[src/rtl/vram_text_writer.sv]
// Writer side of the text-mode video RAM: accepts a character stream, writes it at a
// hardware cursor, and sequences scroll/clear operations through its own RAM port.
//
// state   | meaning
// IDLE    | ready for a character
// PUT     | single post-accept cycle; carries the cell write when the code produced one
// SCR_RD  | scroll: read cell one row below ptr
// SCR_WR  | scroll: write the read data back at ptr
// CLR_ROW | blank the bottom row after a scroll
// CLR_ALL | blank the whole screen (after reset or form feed)
module vram_text_writer #(
  parameter int          COLS  = 32,
  parameter int          ROWS  = 50,
  parameter logic [7:0]  BLANK = 8'h20
) (
  input  logic        clk,
  input  logic        rst_n,
  input  logic        ch_valid,
  input  logic [7:0]  ch_data,
  output logic        ch_ready,
  output logic [10:0] v_ram_a,
  output logic [7:0]  v_ram_do,
  output logic        v_ram_we,
  input  logic [7:0]  v_ram_di,
  output logic [4:0]  cur_col,
  output logic [5:0]  cur_row,
  output logic        busy
);

  typedef enum logic [2:0] {
    IDLE    = 3'd0,
    PUT     = 3'd1,
    SCR_RD  = 3'd2,
    SCR_WR  = 3'd3,
    CLR_ROW = 3'd4,
    CLR_ALL = 3'd5
  } state_t;

  localparam logic [10:0] LAST_ADDR     = 11'(ROWS * COLS - 1);
  localparam logic [10:0] COPY_LAST     = 11'((ROWS - 1) * COLS - 1);
  localparam logic [10:0] LAST_ROW_BASE = 11'((ROWS - 1) * COLS);
  localparam logic [10:0] COLS_A        = 11'(COLS);
  localparam logic [4:0]  COL_MAX       = 5'(COLS - 1);
  localparam logic [5:0]  ROW_MAX       = 6'(ROWS - 1);
  localparam int          CSH           = $clog2(COLS);
  localparam bit          COLS_POW2     = ((1 << CSH) == COLS);

  state_t      r_state, w_state_nxt;
  logic [10:0] r_ptr, w_ptr_nxt;
  logic [4:0]  r_col, w_col_nxt;
  logic [5:0]  r_row, w_row_nxt;
  logic        r_scroll, w_scroll_nxt;
  logic [10:0] r_a, w_a_nxt;
  logic [7:0]  r_do, w_do_nxt;
  logic        r_we, w_we_nxt;
  logic [10:0] w_row_base;
  logic [10:0] w_cur_addr;

  generate
    if (COLS_POW2) begin : g_row_shift
      assign w_row_base = 11'(r_row) << CSH;
    end else begin : g_row_mul
      assign w_row_base = 11'(r_row) * COLS_A;
    end
  endgenerate

  assign w_cur_addr = w_row_base + 11'(r_col);

  assign ch_ready = (r_state == IDLE);
  assign busy     = (r_state != IDLE);
  assign v_ram_a  = r_a;
  assign v_ram_we = r_we;
  // Synchronous RAM data only arrives in the SCR_WR cycle itself, so it is forwarded.
  assign v_ram_do = (r_state == SCR_WR) ? v_ram_di : r_do;
  assign cur_col  = r_col;
  assign cur_row  = r_row;

  always_ff @(posedge clk or negedge rst_n) begin
    if (!rst_n) begin
      r_state  <= CLR_ALL;
      r_ptr    <= '0;
      r_col    <= '0;
      r_row    <= '0;
      r_scroll <= 1'b0;
      r_a      <= '0;
      r_do     <= BLANK;
      r_we     <= 1'b0;
    end else begin
      r_state  <= w_state_nxt;
      r_ptr    <= w_ptr_nxt;
      r_col    <= w_col_nxt;
      r_row    <= w_row_nxt;
      r_scroll <= w_scroll_nxt;
      r_a      <= w_a_nxt;
      r_do     <= w_do_nxt;
      r_we     <= w_we_nxt;
    end
  end

  // Bus registers are loaded with the values of the state being entered, except
  // CLR_ALL whose writes trail ptr by one cycle so reset can leave we low.
  always_comb begin
    w_state_nxt  = r_state;
    w_ptr_nxt    = r_ptr;
    w_col_nxt    = r_col;
    w_row_nxt    = r_row;
    w_scroll_nxt = r_scroll;
    w_a_nxt      = r_a;
    w_do_nxt     = BLANK;
    w_we_nxt     = 1'b0;
    unique case (r_state)
      IDLE: begin
        if (ch_valid) begin
          w_state_nxt = PUT;
          if (ch_data >= 8'h20) begin
            w_we_nxt = 1'b1;
            w_a_nxt  = w_cur_addr;
            w_do_nxt = ch_data;
            if (r_col < COL_MAX) begin
              w_col_nxt = r_col + 5'd1;
            end else begin
              w_col_nxt = '0;
              if (r_row < ROW_MAX) w_row_nxt = r_row + 6'd1;
              else                 w_scroll_nxt = 1'b1;
            end
          end else begin
            case (ch_data)
              8'h0D: w_col_nxt = '0;
              8'h0A: begin
                w_col_nxt = '0;
                if (r_row < ROW_MAX) begin
                  w_row_nxt = r_row + 6'd1;
                end else begin
                  w_state_nxt = SCR_RD;
                  w_ptr_nxt   = '0;
                  w_a_nxt     = COLS_A;
                end
              end
              8'h08: begin
                if (r_col != 5'd0) begin
                  w_col_nxt = r_col - 5'd1;
                  w_we_nxt  = 1'b1;
                  w_a_nxt   = w_cur_addr - 11'd1;
                end
              end
              8'h0C: begin
                w_state_nxt = CLR_ALL;
                w_ptr_nxt   = '0;
              end
              default: ;
            endcase
          end
        end
      end
      PUT: begin
        if (r_scroll) begin
          w_state_nxt  = SCR_RD;
          w_ptr_nxt    = '0;
          w_a_nxt      = COLS_A;
          w_scroll_nxt = 1'b0;
        end else begin
          w_state_nxt = IDLE;
        end
      end
      SCR_RD: begin
        w_state_nxt = SCR_WR;
        w_a_nxt     = r_ptr;
        w_we_nxt    = 1'b1;
      end
      SCR_WR: begin
        if (r_ptr == COPY_LAST) begin
          w_state_nxt = CLR_ROW;
          w_ptr_nxt   = LAST_ROW_BASE;
          w_a_nxt     = LAST_ROW_BASE;
          w_we_nxt    = 1'b1;
        end else begin
          w_state_nxt = SCR_RD;
          w_ptr_nxt   = r_ptr + 11'd1;
          w_a_nxt     = r_ptr + 11'd1 + COLS_A;
        end
      end
      CLR_ROW: begin
        if (r_ptr == LAST_ADDR) begin
          w_state_nxt = IDLE;
        end else begin
          w_ptr_nxt = r_ptr + 11'd1;
          w_a_nxt   = r_ptr + 11'd1;
          w_we_nxt  = 1'b1;
        end
      end
      CLR_ALL: begin
        w_a_nxt  = r_ptr;
        w_we_nxt = 1'b1;
        if (r_ptr == LAST_ADDR) begin
          w_state_nxt = IDLE;
          w_ptr_nxt   = '0;
          w_col_nxt   = '0;
          w_row_nxt   = '0;
        end else begin
          w_ptr_nxt = r_ptr + 11'd1;
        end
      end
      default: begin
        w_state_nxt = CLR_ALL;
        w_ptr_nxt   = '0;
      end
    endcase
  end

endmodule
[config.mk]
export PLATFORM = sky130hd
export DESIGN_NAME = vram_text_writer
export DESIGN_NICKNAME = d
export VERILOG_FILES = /design/src/rtl/vram_text_writer.sv
export SDC_FILE = /design/constraint.sdc
export NUM_CORES = 1
export LEC_CHECK = 0
export CORE_MARGIN = 4
export CORE_UTILIZATION = 43
export DETAILED_ROUTE_END_ITERATION = 8
export PLACE_DENSITY = 0.66
export SYNTH_ARGS = -nofsm -noshare
export SYNTH_HDL_FRONTEND = slang
export SYNTH_SLANG_ARGS = --single-unit
[constraint.sdc]
create_clock -name clk -period 5.65 [get_ports clk]
set_input_delay 0.565 -clock clk [delete_from_list [all_inputs] [get_ports clk]]
set_output_delay 0.565 -clock clk [all_outputs]
set_load 0.03 [all_outputs]
After elaboration in Yosys (flattened, before gate mapping):

Cells that the tools add are included.

* word-level logic and storage cells: 117
* latch bits: 0
* output and inout bits: 33
* register bits: 46
* memories: 0
* RAM bits: 0
* memory bits (read-only): 0
* input port bits: 19

* multiply operators: 0
* add/subtract/negate cells: 7
* shift-type cells: 0
* reduce and logical (&&, ||, !) cells: 15
* magnitude comparators: 3
* eq/ne operators: 28
* multiplexer cells: 55
* bitwise operators: 1
* divide/modulo/power cells: 0

Operators with widths (count)
* 11-bit 2-to-1 mux: 13
* 11-bit case mux with 6 select lines: 1
* 11-bit case mux with 5 select lines: 1
* 11-bit case mux with 2 select lines: 2
* 6-bit 2-to-1 mux: 6
* 8-bit by 4-bit equality test with 1-bit output, second input constant: 4
* 8-bit 2-to-1 mux: 4
* 5-bit 2-to-1 mux: 5
* 11-bit equality test, second input constant: 2
* 5-bit case mux with 2 select lines: 2
* 3-bit case mux with 5 select lines: 1
* 5-bit AND reduction: 3
* 2-bit != test, second input constant: 7
* 7-bit AND reduction: 2
* 3-bit 2-to-1 mux: 4
* 6-bit case mux with 2 select lines: 1
* 11-bit by 1-bit adder with 11-bit output, second input constant: 1
* 11-bit by 5-bit adder with 11-bit output: 1
* 11-bit by 6-bit adder with 11-bit output, second input constant: 1
* 11-bit by 1-bit subtractor with 11-bit output, second input constant: 1
* 1-bit 2-to-1 mux: 10
* 5-bit nonzero test: 2
* 8-bit by 6-bit >= comparator with 1-bit output, second input constant: 1
* 4-bit != test, second input constant: 2
* 23 further kinds: 32

Longest topological paths before layout:

* depth in word-level cells: 7
* gate-level depth with buffers: 10
* mapped depth without buffers: 9

Worst setup path before layout:

OpenSTA, ideal clock, no wires.

* path type: reg-to-reg
* start: register r_state[0]
* end: register r_a[6] (netlist: v_ram_a[6])
* clock period less this slack: 2.647 ns
* data required time: 5.512 ns
* path buffers: 1
* library setup time: 0.138 ns
* cell stages (with the launch flop): 9
* data arrival time: 2.509 ns
* setup slack: 3.003 ns
* path through: dfstp_2 -> clkbuf_1 -> nor2_1 -> nand2_1 -> clkinv_1 -> o21ai_1 -> nor2_1 -> a2111oi_0 -> a21oi_1

* elaborated cells on any way between the ends: 16
* classes of those cells: eq/ne: 11; mux: 1; reduce/logical: 4

RTL lines
* start: declaration: RTL line 48 `state_t r_state, w_state_nxt;`
* start signal: assignment: RTL line 89 `r_state <= w_state_nxt;`
* 3-bit zero test (*)
* net ch_ready: RTL line 20 `output logic ch_ready,`
* 4-bit by 1-bit != test with 1-bit output (no line) (tied with other cells)
* 7-bit AND reduction (no line)
* end signal: assignment: RTL line 94 `r_a <= w_a_nxt;`
* end: declaration: RTL line 53 `logic [10:0] r_a, w_a_nxt;`

Mark *: on every way through the listed nets, which the timed path passes. The rest lies on a longest branch.
A chain may end at the register's enable or synchronous reset.

Worst setup path in the final report:

* start: register r_state[0]
* end: output port v_ram_do[7]

* word-level cells in the longest chain between the ends: 2

Ends and longest elaborated chain
* 3-bit by 2-bit equality test with 1-bit output: RTL line 74 `assign v_ram_do = (r_state == SCR_WR) ? v_ram_di : r_do;`
* 8-bit 2-to-1 mux: RTL line 74
* end: declaration: RTL line 22 `output logic [7:0] v_ram_do,`

Every way passes these cells.

==> flow_metrics.py <==
metrics = {
    "synthesis": {
        "synth_area_per_cell_um2": 7.95,
        "netlist.area_leader.share": 0.310,
        "synth.distinct_cells": 71,
        "synth-edff-count": 0,
        "synth_area_leaders": "dfrtp_1 31%, nand2_1 7.2%, a21oi_1 4.6%",
        "synth_top_cell_by_area": "dfrtp_1",
        "synth-async-reset-ratio": 1.00,
        "syn_area_um2": 3470,
        "syn_nets": 464,
        "yosys_most_used_dff": "dfrtp_1",
        "yosysSeqAreaShare": 0.332,
        "synth_cells": 437,
        "ys_warn_count": 0,
        "synth-seq-cells": 46,
    },
    "clock_tree": {
        "cts_max_level": 2,
        "tritoncts": "yes",
        "post_cts_resized": 0,
        "cts_setup_buffers": 0,
        "clock_sinks": 46,
        "root_buffer": "clkbuf_8",
        "cts_hold_buf": 0,
        "clk_pin_slew_worst_paths_ns": 0.09,
        "cts_buffers": 5,
        "clk_latency_ns": 0.30,
        "cts_buffer_depth": 2,
    },
    "sta": {
        "period_share": 0.636,
        "hold_violations": 0,
        "slew_violations": 0,
        "grt_setup_unrepaired": "no",
        "setup_viol": 0,
        "fin_ws_ns": 2.06,
        "fin_worst_skew_ns": 0.00666,
        "fmax_mhz": 278,
        "worst_pin_slew_ns": 1.04,
        "fin_tns_setup_ns": 0,
        "slew_headroom": 0.308,
        "timing.final.crit_period_ns": 3.59,
    },
    "layout": {
        "ff_latch_area_um2": 1150,
        "multi_input_area_um2": 2150,
        "areaGrowthSynthToFinish_pct": 18.3,
        "final_cell_mix": "67 x nand2_1, 50 x clkdlybuf4s50_1, 43 x dfrtp_1",
        "nFillCells": 743,
        "layout_commonest_cell": "nand2_1",
        "final_cell_count_no_fill": 572,
        "final_nets": 496,
        "antennaDiodeCount": 0,
        "final_layout_size_suffix_gt1_frac": 0.0638,
    },
    "global_routing": {
        "grt_pass1_wl_um": 17000,
        "grt_overflow_total": 0,
        "antenna_found_initial": 0,
        "grt_pass1_vias": 3233,
        "grt_use_total": 0.215,
        "grt_max_degree": 47,
    },
    "detailed_routing": {
        "route.met2.wl_um": 4840,
        "met1_length_um": 4710,
        "highest_layer": "met4",
        "initialDrtViolationCount": 298,
        "postRouteAntennaNets": 0,
        "routedWlPerCell_um": 17.9,
        "finalWirelength_um": 10200,
        "firstDrtPassIters": 5,
        "vias_per_cell": 6.01,
        "vias": 3440,
        "wl_met3_um": 508,
        "drcViolationCount": 0,
    },
    "setup_path": {
        "critPathCaptureType": "output pin",
        "critical_path_class": "reg -> out",
        "crit_path_max_fanout": 18,
        "start_kind": "flop",
        "arrival_ns": 3.03,
        "critPathRequiredTime_ns": 5.09,
    },
    "place": {
        "hpwl_um": 7670,
        "gp_congestion": 0.902,
        "dp.cells": 564,
        "place_ws_ns": 2.34,
        "io_buffer_count": 51,
    },
    "floorplan": {
        "dieWidth_um": 97.9,
        "rows": 32,
        "io_pins": 52,
        "start_util": 0.445,
        "chipHeight_um": 97.9,
        "die_area_um2": 9580,
        "core_area_um2": 7810,
    },
    "status": {
        "status": "complete, no violations",
    },
    "power": {
        "p_leak_nw": 1.62,
        "powerDensity_nw_per_um2": 403,
        "peakVddDrop_mv": 0.287,
    },
    "min_path": {
        "hold_path.class": "in -> async",
    },
    "run": {
        "drv_cap": 0,
    },
}
[state kept, by name, indices dropped and copies added, names as in the netlist]
register / count
v_ram_we: 1
r_state: 3
cur_col: 5
cur_row: 6
r_scroll: 1
v_ram_a: 11
r_do: 8
r_ptr: 11
[final timing paths]
check	start	to	slack (ns)	depth (start not counted)
max	r_state[0]	v_ram_do[7]	2.06	5
min in group clk	v_ram_a[7]	v_ram_a[7]	0.56	2
max in group asynchronous	rst_n	v_ram_a[5]	4.58	1
max reg2reg	r_ptr[0]	r_ptr[6]	2.74	7
min reg2reg	v_ram_a[7]	v_ram_a[7]	0.56	2
min	rst_n	v_ram_we	0.44	1
[synthesized netlist by cell type (all sizes together), types with 6 or more instances]
library cell	n
inv	11
and2	7
ha	8
nor2	39
and3	8
a31oi	10
a21oi	33
dfrtp	43
o31ai	10
nand2	67
nand3	18
nor3	10
xnor2	9
clkbuf	22
o21ai	33
buf	6
xor2	6
[kinds of logic (layout without fill, tap and decap cells)]
family	after synthesis	count (layout)	share of synthesized area
compound gates	133	133	0.258
xor+xnor	15	15	0.0378
fa+ha+maj	8	8	0.0288
buf+inv	41	74	0.0497
flops	46	46	0.332
mux	2	2	0.00612
simple gates	192	192	0.287
[per-stage QoR]
stage	hold slack, ns	power, W	util	area [um2]
final	0.440	0.00166	0.526	4110
after global routing	0.547	0.00176	0.526	4110
after CTS	0.486	0.00166	0.526	4110
after detailed placement	0.542	0.00141	0.512	4000
after global placement	0.540	0.00139	0.512	4000
after floorplan	0.269	0.00108	-	3470
[final cells by class]
class | count | area share
tap | 102 | 0.0311
inverter | 13 | 0.0119
sequential | 46 | 0.281
clock buffer | 6 | 0.0177
clock inverter | 2 | 0.00914
timing repair buffer | 53 | 0.127
multi-input combinational | 350 | 0.523
[critical path, stage by stage, from the launching register on]
cell and delay, ns:
dfstp_2 0.75, clkinv_1 0.32, nor2_1 0.76, nand2_1 0.11, nand2_1 0.10, clkdlybuf4s50_1 0.68
[report_power, final]
part	leakage (nW)	total [W]	switching (W)	internal, W
combinational	0.978	0.000855	0.000508	0.000347
sequential	0.594	0.000545	0.000126	0.000419
clock	0.0514	0.000256	0.000123	0.000132
total	1.62	0.00166	0.000758	0.000898
[metal layers]
layer,GRT usage,up-vias
li1,-,1665
met1,0.308,1649
met2,0.343,112
met3,0.0286,14
met4,0.0564,0
met5,0,-
(Power assumes the default switching activity.)
